`src/rtl/battleship_ctrl.sv`:
```
// Two-player battleship game controller: placement, turns, shot resolution.
// Define BATTLESHIP_TIMEOUT_EN to add the per-turn timeout that passes the turn.
module battleship_ctrl #(
  parameter int N           = 5,
  parameter int SHIPS       = 5,
  parameter int TURN_CYCLES = 255,
  localparam int CW = (N > 1) ? $clog2(N) : 1,
  localparam int SW = $clog2(SHIPS + 1)
) (
  input  logic          clk,
  input  logic          rst,
  input  logic          start_game,
  input  logic          place_valid,
  input  logic          fire,
  input  logic [CW-1:0] row_in,
  input  logic [CW-1:0] col_in,
  output logic [2:0]    state_o,
  output logic          cur_player,
  output logic          hit_feedback,
  output logic          miss_feedback,
  output logic          err_pulse,
  output logic [SW-1:0] ships_p0,
  output logic [SW-1:0] ships_p1,
  output logic          game_over,
  output logic          winner
);

  localparam int CELLS = N * N;
  localparam int IW    = (CELLS > 1) ? $clog2(CELLS) : 1;

  typedef enum logic [2:0] {
    IDLE      = 3'd0,
    PLACE_P0  = 3'd1,
    PLACE_P1  = 3'd2,
    TURN      = 3'd3,
    RESOLVE   = 3'd4,
    GAME_OVER = 3'd5
  } state_t;

  if (N < 2 || N > 16 || SHIPS < 1 || SHIPS > N * N || TURN_CYCLES < 2)
  begin : g_bad_param
    $error("battleship_ctrl: parameter out of range");
  end

  state_t               state;
  logic [1:0][CELLS-1:0] ship_map;
  logic [1:0][CELLS-1:0] shot_map;
  logic [IW-1:0]        idx;
  logic [IW-1:0]        tgt;
  logic                 in_range;
  logic                 place_ok;
  logic                 fire_ok;
  logic                 opp_ship;
  logic [SW-1:0]        opp_cnt;
  logic                 restart;

`ifdef BATTLESHIP_TIMEOUT_EN
  localparam int TW = $clog2(TURN_CYCLES);
  logic [TW-1:0] timer;
`endif

  assign state_o = state;

  always_comb begin
    in_range = (int'(row_in) < N) && (int'(col_in) < N);
    idx      = IW'(row_in) * IW'(N) + IW'(col_in);
    place_ok = place_valid && in_range && !ship_map[cur_player][idx];
    fire_ok  = fire && in_range && !shot_map[cur_player][idx];
    opp_ship = ship_map[~cur_player][tgt];
    opp_cnt  = cur_player ? ships_p0 : ships_p1;
    restart  = start_game && (state == IDLE || state == GAME_OVER);
  end

  always_ff @(posedge clk or posedge rst) begin
    if (rst) begin
      state         <= IDLE;
      ship_map      <= '0;
      shot_map      <= '0;
      tgt           <= '0;
      cur_player    <= 1'b0;
      hit_feedback  <= 1'b0;
      miss_feedback <= 1'b0;
      err_pulse     <= 1'b0;
      ships_p0      <= '0;
      ships_p1      <= '0;
      game_over     <= 1'b0;
      winner        <= 1'b0;
`ifdef BATTLESHIP_TIMEOUT_EN
      timer         <= '0;
`endif
    end else begin
      hit_feedback  <= 1'b0;
      miss_feedback <= 1'b0;
      err_pulse     <= 1'b0;
      if (restart) begin
        state      <= PLACE_P0;
        ship_map   <= '0;
        shot_map   <= '0;
        cur_player <= 1'b0;
        ships_p0   <= '0;
        ships_p1   <= '0;
        game_over  <= 1'b0;
        winner     <= 1'b0;
      end else begin
        unique case (state)
          IDLE: ;
          PLACE_P0: begin
            if (place_ok) begin
              ship_map[0][idx] <= 1'b1;
              ships_p0         <= ships_p0 + 1'b1;
              if (ships_p0 == SW'(SHIPS - 1)) begin
                state      <= PLACE_P1;
                cur_player <= 1'b1;
              end
            end else if (place_valid) begin
              err_pulse <= 1'b1;
            end
          end
          PLACE_P1: begin
            if (place_ok) begin
              ship_map[1][idx] <= 1'b1;
              ships_p1         <= ships_p1 + 1'b1;
              if (ships_p1 == SW'(SHIPS - 1)) begin
                state      <= TURN;
                cur_player <= 1'b0;
              end
            end else if (place_valid) begin
              err_pulse <= 1'b1;
            end
          end
          TURN: begin
            if (fire_ok) begin
              tgt                       <= idx;
              shot_map[cur_player][idx] <= 1'b1;
              state                     <= RESOLVE;
            end else if (fire) begin
              err_pulse <= 1'b1;
            end
          end
          RESOLVE: begin
            if (opp_ship) begin
              hit_feedback <= 1'b1;
              if (cur_player) begin
                if (ships_p0 != '0) ships_p0 <= ships_p0 - 1'b1;
              end else begin
                if (ships_p1 != '0) ships_p1 <= ships_p1 - 1'b1;
              end
              // last unsunk cell of the opponent ends the game
              if (opp_cnt <= SW'(1)) begin
                state     <= GAME_OVER;
                game_over <= 1'b1;
                winner    <= cur_player;
              end else begin
                state <= TURN;
              end
            end else begin
              miss_feedback <= 1'b1;
              cur_player    <= ~cur_player;
              state         <= TURN;
            end
          end
          GAME_OVER: ;
          default: state <= IDLE;
        endcase
      end
`ifdef BATTLESHIP_TIMEOUT_EN
      // timer only runs while waiting for a legal shot
      if (state == TURN && !fire_ok) begin
        if (timer == TW'(TURN_CYCLES - 1)) begin
          timer      <= '0;
          cur_player <= ~cur_player;
          err_pulse  <= 1'b1;
        end else begin
          timer <= timer + 1'b1;
        end
      end else begin
        timer <= '0;
      end
`endif
    end
  end

endmodule

```
`config.mk`:
```
export PLATFORM = sky130hd
export DESIGN_NAME = battleship_ctrl
export DESIGN_NICKNAME = d
export VERILOG_FILES = /design/src/rtl/battleship_ctrl.sv
export SDC_FILE = /design/constraint.sdc
export NUM_CORES = 1
export LEC_CHECK = 0
export ABC_AREA = 0
export BUFFER_PORTS_ARGS = -buffer_cell sky130_fd_sc_hd__clkbuf_2
export CORE_MARGIN = 2
export CORE_UTILIZATION = 56
export CTS_CLUSTER_DIAMETER = 30
export DETAILED_ROUTE_END_ITERATION = 7
export GPL_ROUTABILITY_DRIVEN = 0
export PLACE_DENSITY = 0.81
export RECOVER_POWER = 100
export REMOVE_ABC_BUFFERS = 1
export SLEW_MARGIN = 20
export SYNTH_ARGS = -nofsm -noshare
export SYNTH_HDL_FRONTEND = slang
export SYNTH_SLANG_ARGS = --single-unit
```
`constraint.sdc`:
```
create_clock -name clk -period 4.25 [get_ports clk]
set_clock_uncertainty 0.2 [all_clocks]
set_input_delay 0.6375 -clock clk [delete_from_list [all_inputs] [get_ports clk]]
set_output_delay 0.6375 -clock clk [all_outputs]
set_load 0.01 [all_outputs]
```
==> results.cfg, run 1 <==
[finish]
nets = 670
area_growth_pct = 12.8
drive_above_1_share = 0.159
fin_area_sq_um = 7630
fin_util = 0.640
n_antenna_cell = 0

[routing]
via_per_inst = 6.98
vias = 5642
drt-total-wl_microns = 18600
drcViolationCount = 0
drt-pass1-iter-count = 6
ant_nets = 0
drt_iter0_markers = 782
wl_per_cell_microns = 23.0

[sta]
finalCritPeriodShare = 0.941
final-hold-violation-count = 0
setup_viol = 0
rsz0062_at_grt = no
tns_ns = 0
fin_crit_ns = 4.00
slew_headroom = -0.711
drv_slew = 68
worst_pin_slew_ns = 2.56
fmax_mhz = 250

[synth]
yosysUniqueCellTypes = 72
synthArstFlopShare = 1.00
syn_area_sq_um = 6760
yosys_warnings = 0
synth_fa_ha_area_frac = 0.0237
synth_top_family_by_area = compound AO/OA/AOI/OAI gates
syn_area_per_cell_sq_um = 10.9
synth_seq_cells = 120
ys.flop_type = dfrtp_1
syn_inst = 621
yosys.area_share.simple = 0.126
synth-compound-area-share = 0.217
synth-edff-count = 0
synth-seq-area-share = 0.444
synth_mux_area_frac = 0.143
synthXorXnorAreaFrac = 0.00777

[placement]
dp_hpwl_microns = 12500
dpl-instance-area_sq_um = 7090
port_buffers = 25

[grt]
grt.overflow.total = 0
grt_pass1_wl_microns = 29500
grt_pass1_vias = 5507
grt_max_degree = 68
grt_use_total = 0.298
antenna_found_initial = 0

[clock_network]
cts_hold_buf = 0
cts_root_buf = clkbuf_16
cts_resized = 0
insertion_delay_ns = 0.43
clk_pin_slew_ns = 0.06
cts_setup_buffers = 0
cts_tree = yes
clock_sinks = 120
cts_max_level = 4
cts_buffer_depth = 2
cts_buffers = 17

[pwr]
power_frac_seq = 0.350
cellLeakagePower_nw = 3.43
switchingPower_mw = 1.71
peakVddDrop_mv = 0.391
internal-power_mw = 2.96
power_density_nw_per_um2 = 612
clockPowerShare = 0.334
swShare = 0.366
pwr-share-comb = 0.316

[floorplanning]
io-pin-count = 26
initial_core_util = 0.568
die-area_sq_um = 13000
die_w_microns = 114
coreArea_sq_um = 11900
rows = 40
die_h_microns = 114

[critical_path]
crit_arrival_ns = 4.16
worstSetupPathType = in2reg
required_ns = 4.41
cp-end-kind = register
worst-path-max-fanout = 9
start_kind = input port

[status]
outcome = finished with violations
violations = capacitance limit, slew limit

[job]
maxCapViolations = 1

[min_path]
min_path_type = in2reg
==> through the flow <==
step	hold slack, ns	cells	power [mW]	worst slack (ns)
after global routing	0.294	808	4.87	0.184
after floorplan	0.238	578	2.59	-0.576
final	0.248	808	4.66	0.249
after detailed placement	0.270	776	3.10	0.118
after CTS	0.206	808	4.67	0.550
after global placement	0.253	776	3.03	0.204
==> flip-flops by register name (all words and copies together), names as in the netlist, 3 cells and up <==
name and flops:
ship_map 50, shot_map 50, tgt 5, ships_p0 3, ships_p1 3, state_o 3
==> power by group through the flow <==
stage	clock [mW]	combinational, mW	sequential (mW)
6_report	1.56	1.47	1.63
5_1_grt	1.62	1.58	1.66
4_1_cts	1.57	1.48	1.62
3_5_place_dp	0	1.47	1.63
3_3_place_gp	0	1.42	1.61
2_1_floorplan	0	1.00	1.59
==> worst max-delay path, stage by stage <==
cell and delay [ns]:
clkbuf_2 0.10, ha_1 0.30, ha_1 0.32, fa_1 0.76, inv_1 0.15, a21oi_1 0.14
a32oi_1 0.10, a211oi_2 0.24, a21bo_1 0.30, nor3_1 0.47, clkbuf_1 0.41, a22o_2 0.22
==> placed cells by master (no fill, tap or decap), types with 5 or more instances in the layout <==
cell and instances:
dfrtp_1 120, nand2_1 57, a22o_1 56, nor2_1 44, mux2i_1 30, a21oi_1 24
o21ai_0 24, clkbuf_1 21, o21a_1 18, nor3_1 17, clkbuf_16 17, mux4_2 16
buf_4 16, mux2_2 13, nor2b_1 13, clkbuf_2 13, inv_1 12, nand3_1 12
a32o_1 10, a22oi_1 9, ha_1 7, mux4_1 6, nand2b_1 6, a21boi_0 6
a22o_2 5
==> cell usage after synthesis (10+ instances only) <==
cell	instances	area share
a22o_1	56	0.073
nor2b_1	13	0.012
nand2_1	57	0.032
mux2i_1	30	0.044
a32o_1	10	0.015
clkbuf_1	27	0.015
nor3_1	15	0.011
mux2_2	13	0.022
o21a_1	18	0.020
nor2_1	43	0.024
dfrtp_1	120	0.44
o21ai_0	24	0.018
mux4_2	16	0.053
nand3_1	12	0.0089
inv_1	12	0.0067
a21oi_1	23	0.017
==> routing by layer <==
metal | global-route usage | share of wire
met3 | 0.0898 | 0.091
met2 | 0.466 | 0.47
met5 | 0 | 0
met1 | 0.396 | 0.41
met4 | 0.111 | 0.031
==> path summary, 6_finish.rpt <==
| path | from | endpoint | slack [ns] | cells after the start |
|---|---|---|---|---|
| worst max-delay path | row_in[0] | shot_map[8]$_DFFE_PP0P_ | 0.25 | 12 |
| worst min-delay path | fire | err_pulse$_DFF_PP0_ | 0.25 | 3 |
| worst max register to register | cur_player$_DFFE_PP0P_ | shot_map[8]$_DFFE_PP0P_ | 0.68 | 10 |
| worst min register to register | shot_map[49]$_DFFE_PP0P_ | shot_map[49]$_DFFE_PP0P_ | 0.29 | 2 |
| max in group asynchronous | rst | shot_map[35]$_DFFE_PP0P_ | 1.18 | 3 |
| min in group asynchronous | rst | ship_map[17]$_DFFE_PP0P_ | 0.89 | 2 |
==> cell type report <==
type,instances,area [sq um]
clock buffers,19,443
well taps,147,184
flip-flops and latches,120,3000
inverters,12,45.0
multi-input cells,446,3460
fillers,914,4290
repair buffers,51,300
clock inverters,13,195
==> cell families (layout without fill, tap and decap cells) <==
| logic type | after synthesis | in the layout |
|---|---|---|
| AO/OA/AOI/OAI | 190 | 190 |
| XOR/XNOR | 6 | 6 |
| adder cells (fa/ha/maj) | 11 | 11 |
| buffers and inverters | 55 | 95 |
| flip-flops | 120 | 120 |
| multiplexers | 65 | 65 |
| AND/OR/NAND/NOR | 174 | 174 |
(Power assumes the default switching activity.)
==> run 2, diff against run 1 <==
Settings changed: ABC_AREA 0 to 1, CORE_UTILIZATION 56 to 57, PLACE_DENSITY 0.81 to 0.82.
==> results.cfg, run 2 <==
[status]
outcome = finished with violations
violations = capacitance limit, slew limit

[critical_path]
cp-end-kind = register
ff2ff_setup_slack_ns = 0.52
cp.depth = 15
cp_num_buf_inv = 2
worst_r2r_path_depth = 15
start_kind = register
crit_family = buffers and inverters
crit_arrival_ns = 3.84
reg2reg_from = cur_player$_DFFE_PP0P_
critPathCapture = ships_p0[2]$_DFFE_PP0P_
required_ns = 4.36
critPathLaunch = cur_player$_DFFE_PP0P_
slowest_delay_ns = 0.81
critPathMostFrequentCell = nand2_1
worstSetupPathType = reg2reg
cpMaxStageDelayCell = inv_2
r2r-end = ships_p0[2]$_DFFE_PP0P_
worst-path-max-fanout = 62
crit_path_cell_trace = inv_2, buf_4, nand2_1, nand3_1, nand2_1, nand2_1, nand2_1, a21oi_1, nand2_1, nand3_1, nand2_1, a21oi_1, nand2_1, nand2_1, nand2_1

[synth]
yosysTopAreaCellShare = 0.394
synth-seq-area-share = 0.394
synthArstFlopShare = 1.00
ys.flop_type = dfrtp_1
yosys.area.top_type = dfrtp_1
synth_area_leaders = dfrtp_1 39%, nand2_1 14%, o21ai_0 5.5%, o21ai_2 5.5%, inv_1 4.5%
syn_inst = 1016
synth_seq_cells = 120
yosys.cell_count.top_type = nand2_1
syn_area_per_cell_sq_um = 7.51
yosys_warnings = 0
syn_area_sq_um = 7630
synth.cells.most_frequent = 275 x nand2_1, 120 x dfrtp_1, 91 x inv_1
synth-edff-count = 0
yosysUniqueCellTypes = 40

[routing]
via_per_inst = 5.89
drcViolationCount = 0
drt_iter0_markers = 790
drt-total-wl_microns = 20100
ant_nets = 0
drt-pass1-iter-count = 5
wl_per_cell_microns = 16.6
vias = 7112

[clock_network]
cts_setup_buffers = 0
cts_buffer_depth = 2
cts_resized = 0
clk_pin_slew_ns = 0.06
cts_tree = yes
cts_hold_buf = 0
cts_buffers = 17
clock_sinks = 120
cts_max_level = 4
insertion_delay_ns = 0.42
cts_root_buf = clkbuf_16

[finish]
final_common_cell = nand2_1
n_antenna_cell = 0
layout_common_cells = 277 x nand2_1, 136 x o21ai_0, 119 x dfrtp_1
nets = 1041
fin_area_sq_um = 8100
finalNonFillerCells = 1208
area_growth_pct = 6.23
reg.largest.list = ship_map x50, shot_map x50, tgt x5
drive_above_1_share = 0.0882

[floorplanning]
initial_core_util = 0.581
io-pin-count = 26
die_h_microns = 120
rows = 42
die-area_sq_um = 14300
coreArea_sq_um = 13100
die_w_microns = 120

[grt]
antenna_found_initial = 0
grt_use_total = 0.295
grt_max_degree = 77
grt_pass1_vias = 6725
grt.overflow.total = 0
grt_pass1_wl_microns = 33600

[placement]
dpl-instance-area_sq_um = 7750
port_buffers = 25
dp_cells = 1176
dp_hpwl_microns = 13000
place_ws_ns = 0.308

[sta]
final-hold-violation-count = 0
drv_slew = 46
fin_crit_ns = 3.73
finalCritPeriodShare = 0.878
setup_viol = 0
worst_pin_slew_ns = 2.13
fmax_mhz = 268
finalWorstSetupSlack_ns = 0.518
slew_headroom = -0.418
rsz0062_at_grt = no

[min_path]
min_path_type = in2async

[pwr]
cellLeakagePower_nw = 3.71
peakVddDrop_mv = 0.667
power_density_nw_per_um2 = 722

[job]
maxCapViolations = 1
==> run 2: cell count changes after synthesis, sizes merged, moves of 29 or more <==
cell,before,now
a22o,61,0
o21ai,24,147
buf,16,45
a21oi,24,65
mux2i,30,0
inv,12,95
nand2,57,284
nor2,44,90
nand3,12,65
==> run 2: final cells by class <==
type                            instances  area, sq um
Inverter                               97          367
Clock inverter                         12          199
Timing Repair Buffer                   43          269
Clock buffer                           20          447
Tap cell                              176          220
Sequential cell                       120         3010
Multi-Input combinational cell        740         3590
Fill cell                            1260         5030
==> run 2: worst min-delay path by stage <==
| stage | endpoint | start | cells after the start |
|---|---|---|---|
| after global routing | err_pulse$_DFF_PP0_ | fire | 3 |
| after global placement | shot_map[34]$_DFFE_PP0P_ | shot_map[34]$_DFFE_PP0P_ | 2 |
| after floorplan | shot_map[49]$_DFFE_PP0P_ | shot_map[49]$_DFFE_PP0P_ | 2 |
| after CTS | shot_map[3]$_DFFE_PP0P_ | rst | 2 |
| final | shot_map[33]$_DFFE_PP0P_ | rst | 2 |
| after detailed placement | shot_map[49]$_DFFE_PP0P_ | shot_map[49]$_DFFE_PP0P_ | 2 |
==> run 2: power breakdown <==
group	internal (mW)	switching, mW
logic	0.771	1.73
registers	1.41	0.341
clock network	1.05	0.535
total	3.24	2.61
==> run 2: logic make-up (layout without fill, tap and decap cells) <==
| family | Yosys count | in the layout | share of synthesized area |
|---|---|---|---|
| xor+xnor | 3 | 3 | 0.00345 |
| compound gates | 244 | 244 | 0.206 |
| buf+inv | 156 | 172 | 0.103 |
| simple gates | 482 | 482 | 0.272 |
| flops | 120 | 120 | 0.394 |
| fa+ha+maj | 11 | 11 | 0.0210 |
==> run 2: stage by stage <==
step | TNS, ns | total power, mW | hold WS (ns) | util
after floorplan | -24.67 | 3.62 | 0.252 | -
after global placement | 0 | 4.34 | 0.273 | 0.590
after detailed placement | 0 | 4.42 | 0.279 | 0.590
after CTS | 0 | 6.02 | 0.263 | 0.639
after global routing | 0 | 6.24 | 0.275 | 0.617
final | 0 | 5.85 | 0.212 | 0.617
==> run 2: metal layers <==
metal | track usage | up-vias | routed length [microns]
met2 | 0.453 | 328 | 9060
met1 | 0.403 | 3390 | 8790
met4 | 0.138 | 0 | 683
met5 | 0 | - | 0
met3 | 0.0575 | 53 | 1560
li1 | - | 3341 | -
